$ cat src/rtl/tempsense_sar_ctrl.sv
// rtl/tempsense_sar_ctrl.sv - SAR conversion controller for a delay-line temperature sensor
//
// Runs an N_VDAC-bit successive-approximation search against the tempsense
// macro, averages 2^N_AVG_LOG2 conversions and hands the result to a
// valid/ready consumer.
//
// Ports:
//   clk, reset        single clock, synchronous active-high reset
//   i_start           start one averaged measurement (sampled in IDLE only)
//   i_continuous      restart automatically from IDLE while high
//   i_tempdelay       asynchronous delay-line comparator output
//   i_ready           consumer accepts o_result
//   o_dac_data        DAC code to the macro
//   o_dac_en          DAC enable
//   o_precharge_n     active-low delay-line precharge
//   o_result          averaged SAR result
//   o_valid           o_result holds an unconsumed result
//   o_busy            high in every state except IDLE
//   o_overrun         sticky: an unconsumed result was overwritten
module tempsense_sar_ctrl #(
    parameter int N_VDAC     = 6,
    parameter int N_AVG_LOG2 = 2,
    parameter int T_MEAS     = 2
) (
    input  logic              clk,
    input  logic              reset,
    input  logic              i_start,
    input  logic              i_continuous,
    input  logic              i_tempdelay,
    input  logic              i_ready,
    output logic [N_VDAC-1:0] o_dac_data,
    output logic              o_dac_en,
    output logic              o_precharge_n,
    output logic [N_VDAC-1:0] o_result,
    output logic              o_valid,
    output logic              o_busy,
    output logic              o_overrun
);

    localparam int AW = N_VDAC + N_AVG_LOG2;
    localparam int IW = (N_VDAC > 1) ? $clog2(N_VDAC) : 1;
    localparam int CW = (N_AVG_LOG2 > 0) ? N_AVG_LOG2 : 1;
    localparam int MW = $clog2(T_MEAS);

    localparam logic [N_VDAC-1:0] ALL_ONES  = '1;
    localparam logic [N_VDAC-1:0] CODE_LSB  = {{(N_VDAC-1){1'b0}}, 1'b1};
    localparam logic [N_VDAC-1:0] CODE_MSB  = {1'b1, {(N_VDAC-1){1'b0}}};
    localparam logic [IW-1:0]     IDX_TOP   = IW'(N_VDAC - 1);
    localparam logic [CW-1:0]     CNT_LAST  = CW'((1 << N_AVG_LOG2) - 1);
    localparam logic [MW-1:0]     MEAS_LAST = MW'(T_MEAS - 1);

    typedef enum logic [2:0] {
        IDLE,
        PRECHARGE,
        MEASURE,
        EVAL,
        ACCUM
    } state_t;

    state_t            state;
    logic [1:0]        sync_q;
    logic              td_s;
    logic [N_VDAC-1:0] code;
    logic [IW-1:0]     idx;
    logic [CW-1:0]     cnt;
    logic [MW-1:0]     mcnt;
    logic [AW-1:0]     acc;

    logic [N_VDAC-1:0] bit_mask;
    logic [N_VDAC-1:0] eval_code;
    logic [AW-1:0]     acc_sum;

    assign td_s   = sync_q[1];
    assign o_busy = (state != IDLE);

    // A high delay-line output means the trial code overshot the sensor,
    // so the trial bit is dropped; the next-lower bit becomes the new trial.
    always_comb begin
        bit_mask  = CODE_LSB << idx;
        eval_code = td_s ? (code & ~bit_mask) : code;
        if (idx != '0) begin
            eval_code = eval_code | (bit_mask >> 1);
        end
        acc_sum = acc + AW'(code);
    end

    always_ff @(posedge clk) begin
        if (reset) begin
            state         <= IDLE;
            sync_q        <= '0;
            code          <= '0;
            idx           <= '0;
            cnt           <= '0;
            mcnt          <= '0;
            acc           <= '0;
            o_result      <= '0;
            o_valid       <= 1'b0;
            o_overrun     <= 1'b0;
            o_dac_en      <= 1'b0;
            o_dac_data    <= ALL_ONES;
            o_precharge_n <= 1'b0;
        end else begin
            sync_q <= {sync_q[0], i_tempdelay};

            if (o_valid && i_ready) begin
                o_valid <= 1'b0;
            end

            case (state)
                IDLE: begin
                    if (i_start || i_continuous) begin
                        state         <= PRECHARGE;
                        code          <= CODE_MSB;
                        idx           <= IDX_TOP;
                        cnt           <= '0;
                        acc           <= '0;
                        o_dac_en      <= 1'b1;
                        o_dac_data    <= ALL_ONES;
                        o_precharge_n <= 1'b0;
                    end
                end
                PRECHARGE: begin
                    state         <= MEASURE;
                    mcnt          <= '0;
                    o_dac_data    <= code;
                    o_precharge_n <= 1'b1;
                end
                MEASURE: begin
                    if (mcnt == MEAS_LAST) begin
                        state <= EVAL;
                    end else begin
                        mcnt <= mcnt + 1'b1;
                    end
                end
                EVAL: begin
                    code          <= eval_code;
                    o_precharge_n <= 1'b0;
                    if (idx != '0) begin
                        idx        <= idx - 1'b1;
                        state      <= PRECHARGE;
                        o_dac_data <= ALL_ONES;
                    end else begin
                        state      <= ACCUM;
                        o_dac_data <= eval_code;
                    end
                end
                ACCUM: begin
                    if (cnt != CNT_LAST) begin
                        cnt        <= cnt + 1'b1;
                        acc        <= acc_sum;
                        code       <= CODE_MSB;
                        idx        <= IDX_TOP;
                        state      <= PRECHARGE;
                        o_dac_data <= ALL_ONES;
                    end else begin
                        o_result <= N_VDAC'(acc_sum >> N_AVG_LOG2);
                        o_valid  <= 1'b1;
                        // Overwriting a result the consumer never took.
                        if (o_valid && !i_ready) begin
                            o_overrun <= 1'b1;
                        end
                        acc        <= '0;
                        state      <= IDLE;
                        o_dac_en   <= 1'b0;
                        o_dac_data <= ALL_ONES;
                    end
                end
                default: begin
                    state         <= IDLE;
                    o_dac_en      <= 1'b0;
                    o_dac_data    <= ALL_ONES;
                    o_precharge_n <= 1'b0;
                end
            endcase
        end
    end

endmodule
$ cat config.mk
export PLATFORM = sky130hd
export DESIGN_NAME = tempsense_sar_ctrl
export DESIGN_NICKNAME = d
export VERILOG_FILES = /design/src/rtl/tempsense_sar_ctrl.sv
export SDC_FILE = /design/constraint.sdc
export NUM_CORES = 1
export LEC_CHECK = 0
export CORE_MARGIN = 5
export CORE_UTILIZATION = 60
export CTS_CLUSTER_SIZE = 30
export DETAILED_ROUTE_END_ITERATION = 8
export MAX_ROUTING_LAYER = met4
export PLACE_DENSITY = 0.81
export SLEW_MARGIN = 30
export SYNTH_ARGS = -nofsm -noshare
export SYNTH_HDL_FRONTEND = slang
export SYNTH_SLANG_ARGS = --single-unit
$ cat constraint.sdc
create_clock -name clk -period 4.04 [get_ports clk]
set_input_delay 0.808 -clock clk [delete_from_list [all_inputs] [get_ports clk]]
set_output_delay 0.808 -clock clk [all_outputs]
set_load 0.02 [all_outputs]
Yosys cells after proc, flatten, opt, wreduce, memory -nomap -nowiden
Cells that the tools add are included.

Bits in registers: 41. Bits in latches: 0. Memory bits (writable): 0. ROM bits: 0. Bits of input ports: 6. Output and inout bits: 17. Logic and storage cells: 90. Memories: 0.

Add/subtract/negate cells: 4. $mul: 0. Div/mod/pow operators: 0. Magnitude comparators: 0. Eq/ne operators: 10. Shift operators: 1. Muxes and demuxes: 33. Bitwise gates (word level): 7. Reductions and logical operators: 22.

Operator list (number): $mux W6 (6); $pmux W6 S4 (1); $mux W3 (6); $pmux W6 S3 (1); $mux W8 (2); $pmux W8 S2 (1); $pmux W3 S5 (1); $ne A2 B2 Y1 const B (6); $reduce_and A3 Y1 (4); $reduce_and A2 Y1 (5); $pmux W3 S3 (1); $reduce_bool A3 Y1 (3); $add A8 B6 Y8 (1); $mux W1 (8); $and A6 B6 Y6 (1); $eq A3 B2 Y1 const B (2); $not A6 Y6 (1); $or A6 B5 Y6 (1); $pmux W1 S3 (2); $shl A1 B3 Y6 const A (1); $mux W2 (2); $not A1 Y1 (4); $pmux W2 S2 (1); $reduce_and A4 Y1 (1); other kinds (13) (15).

Logic depth before layout (Yosys ltp)
Word-level depth: 8. Gate-level depth with buffers: 6.

Worst setup path before layout
Ideal clock, no wire load.

Path type: register -> output. From: reg state[1]. To: out o_busy. Data arrival time: 1.147 ns. Setup slack: 2.085 ns. Cell stages (with the launch flop): 4. Path buffers: 2. Cell sequence: dfxtp_1 clkbuf_1 clkbuf_1 or3_1.

Longest elaborated chain between the ends: 1.

Ends and longest elaborated chain: from (decl) (RTL line 60) `state_t state;`; from (signal assigned) (RTL line 89) `state <= IDLE;`; from (signal assigned) (RTL line 112) `state <= PRECHARGE;`; from (signal assigned) (RTL line 123) `state <= MEASURE;`; $reduce_bool A3 Y1 (RTL line 74) `assign o_busy = (state != IDLE);`; to (decl) (RTL line 36) `output logic o_busy,`.

No other way between the ends.

Worst setup path in the final report
Same ends and word-level chain as after synthesis.

==> qor.txt <==
====================================================================================================
Count of non-filler cells in the finished layout                                                 310
Outcome                                                                                 finished, final reports clean
H-tree Lvls                                                                                        2
Final setup violating endpoints                                                                    0
Total length of routed wires                                                                 4.59 mm
Initial DRC count                                                                                171
Fraction of registers with async set/reset                                                        0%
Share of final-layout standard cells stronger than drive strength 1                            3.79%
Fin crit share                                                                                 68.0%
Design Power                                                                                 1.03 mW
DR WL met3                                                                                    315 um
Reg power frac                                                                                 49.2%
Share of synthesized area occupied by flip-flops and latches                                   38.9%
Initial standard-cell utilization of the core                                                  62.7%
Routed met1 length                                                                           2.17 mm
Placed cell areas                                                                          2340 um^2
Floorplan die area                                                                         4800 um^2
Count of endpoints failing hold in the final timing report                                         0
Class of the most critical hold timing path                                             register to register
Initial antenna violation count                                                                    0
Worst path required time                                                                     3.23 ns
Post-placement cell count                                                                        303
Aggregate global-route resource usage                                                          20.4%
DR WL met2                                                                                   2.05 mm
Largest net degree at the start of global routing                                                 40
Filler Cells Inserted                                                                            298
Final Cell Area                                                                            2400 um^2
Avg Vias per Cell                                                                               6.01
Number of buffers inserted by port buffering                                                      22
Sum of negative setup slack                                                                     0 ns
Buffer levels on the longest clock path                                                            2
Clock-pin slew reported for the worst setup and hold paths after clock tree synthesis        0.12 ns
Clock Skews                                                                               0.00578 ns
Cell at the root of the clock tree                                                      sky130_fd_sc_hd__clkbuf_4
Worst setup path class                                                                  register to primary output
Leakage power figure                                                                        0.938 nW
Clock tree from TritonCTS                                                                      built
Actual transition at the worst max-transition pin                                           0.810 ns
Std cell rows                                                                                     21
Final min period                                                                             2.75 ns
DRC errors left                                                                                    0
Chip height                                                                                  69.3 um
Final ANT Viol Nets                                                                                0
Number of max-cap violations                                                                       0
Maximum fanout count along the critical path                                                      22
Via count                                                                                      1,864
Post-layout nets                                                                                 283
Hold bufs inserted after CTS                                                                       0
Count of boundary I/O pins                                                                        23
Average routed wire per standard cell                                                        14.8 um
Number of gates resized after cts                                                                  0
Aggregate global routing overflow                                                                  0
Final worst setup slack                                                                      1.29 ns
Area growth syn-to-layout                                                                      13.6%
Worst voltage drop across the vdd grid                                                    0.000297 V
Endpoint kind of the worst setup timing path                                            primary output
Startpoint of the lowest-slack hold path                                                sync_q[0]$_SDFF_PP0_
Clk pwr share                                                                                  20.5%
Most used flip-flop cell after synthesis                                                sky130_fd_sc_hd__dfxtp_1
Number of sinks on the clock net                                                                  41
Final max-slew violation count                                                                     0
Net count of the mapped netlist                                                                  266
Cell count after synthesis                                                                       247
TritonRoute pass-1 iters                                                                           4
Half-perimeter wire length of the detailed placement result                                  3.17 mm
Worst reg2reg path startpoint                                                           code[0]$_SDFFE_PP0P_
Seq cells post-synth                                                                              41
Number of global-route vias before repair                                                      1,717
Beginning of the critical path                                                          state[1]$_SDFFE_PP0P_
N_diodes                                                                                           0
Post-CTS setup-driven buffer insertion count                                                       0
Max frequency                                                                                364 MHz
Power spent charging and discharging nets                                                   0.374 mW
Internal Pwr Total                                                                          0.658 mW
Endpoint arrival time on the critical path                                                   1.94 ns
Ranking of synthesized cells by instance count                                          sky130_fd_sc_hd__dfxtp_1, sky130_fd_sc_hd__a21oi_1, sky130_fd_sc_hd__nor2_1
Comb power frac                                                                                30.3%
Synth area leader                                                                       sky130_fd_sc_hd__dfxtp_1
Post-synth EDFFs                                                                                   0
Chip Width                                                                                   69.3 um
Final weighted congestion in routability-driven placement                                      0.855
Synth area leaders                                                                      sky130_fd_sc_hd__dfxtp_1, sky130_fd_sc_hd__ha_1, sky130_fd_sc_hd__a21oi_1
Power per cell area                                                                      431 nW/um^2
Fraction of synthesized cell area taken by the top area cell type                              38.9%
Core outline area                                                                          3360 um^2
Post-placement worst setup slack                                                             1.64 ns
RSZ-0062 raised after global routing                                                              no
Source-to-sink clock delay at the later pin of the worst-skew pair                           0.35 ns
Top sig layer                                                                                   met4
Count of synthesis-stage warnings from yosys                                                       0
Critical Path Start Type                                                                    register
Worst relative slew slack                                                                      45.4%
Yosys cell types                                                                                  45
TritonCTS buffer count                                                                             5
Post-Synthesis Mean Instance Area                                                          8.54 um^2
Cell with the most instances after synthesis                                            sky130_fd_sc_hd__dfxtp_1
Switching share of total power                                                                 36.2%
First-pass GRT wire length                                                                   7.87 mm
Synthesized area                                                                           2110 um^2
====================================================================================================
placed cells by master (no fill, tap or decap), drive strengths merged, types with 3 or more instances in the layout:
| cell | Yosys | layout |
|---|---|---|
| nand3b | 3 | 3 |
| dfxtp | 41 | 41 |
| a21o | 6 | 6 |
| a211o | 3 | 3 |
| a21oi | 24 | 24 |
| o21ai | 15 | 15 |
| a22oi | 4 | 4 |
| nand3 | 12 | 12 |
| nand2 | 13 | 13 |
| nand2b | 9 | 9 |
| a31oi | 4 | 4 |
| clkbuf | 11 | 7 |
| nand4 | 6 | 6 |
| nor3 | 5 | 5 |
| inv | 8 | 8 |
| ha | 12 | 12 |
| clkdlybuf4s50 | 0 | 22 |
| o31ai | 4 | 4 |
| nor2b | 5 | 5 |
| o22ai | 5 | 5 |
| o211ai | 3 | 3 |
| nor2 | 20 | 20 |
stage by stage:
step	hold WS [ns]	utilization, %
3_5_place_dp	0.422	69.6
6_report	0.445	71.2
2_1_floorplan	0.414	-
5_1_grt	0.469	71.2
4_1_cts	0.449	71.2
3_3_place_gp	0.417	69.6
layer usage:
metal	track usage (%)	vias to the layer above
met2	31.3	55
met1	26.2	861
li1	-	942
met4	6.29	0
met5	-	-
met3	5.36	6
worst paths after layout:
kind	end	slack (ns)	cells after the start
max	o_busy	1.29	2
min	sync_q[1]$_SDFF_PP0_	0.45	1
max reg2reg	acc[6]$_SDFFE_PP0P_	2.04	6
min reg2reg	sync_q[1]$_SDFF_PP0_	0.45	1
state kept, by name, indices dropped and copies added (netlist names), 2 cells and up:
signal      cells
acc             8
cnt             2
code            6
idx             3
o_dac_data      6
o_result        6
state           3
sync_q          2
final cells by class:
type	instances	area, um^2	share of cell area (%)
multi-input combinational	184	1200	50.1
timing repair buffer	23	228	9.50
clock buffer	7	55.1	2.30
sequential	41	821	34.3
inverter	9	33.8	1.41
tap	46	57.6	2.40
cells by family (layout without fill, tap and decap cells):
family                     count (synthesis)  in the layout  share of synthesized area, %
and+or+nand+nor                           87             87                          22.4
adders and majority gates                 13             13                          8.07
AOI/OAI and AO/OA                         78             78                          23.9
muxes                                      2              2                         0.949
xor gates and xnor gates                   4              4                          1.66
DFF                                       41             41                          38.9
buffers and inverters                     22             39                          4.15
power groups by stage:
stage | registers [mW] | logic [mW] | clock network, mW
2_1_floorplan | 0.501 | 0.220 | 0
3_3_place_gp | 0.514 | 0.306 | 0
3_5_place_dp | 0.516 | 0.310 | 0
4_1_cts | 0.506 | 0.312 | 0.214
5_1_grt | 0.517 | 0.345 | 0.236
6_report | 0.508 | 0.313 | 0.211
worst max-delay path, stage by stage, from the launching register on:
cell,delay [ns]
sky130_fd_sc_hd__dfxtp_1,0.80
sky130_fd_sc_hd__or3_1,0.20
sky130_fd_sc_hd__clkdlybuf4s50_1,0.59
Power figures use the tool's default switching activity.
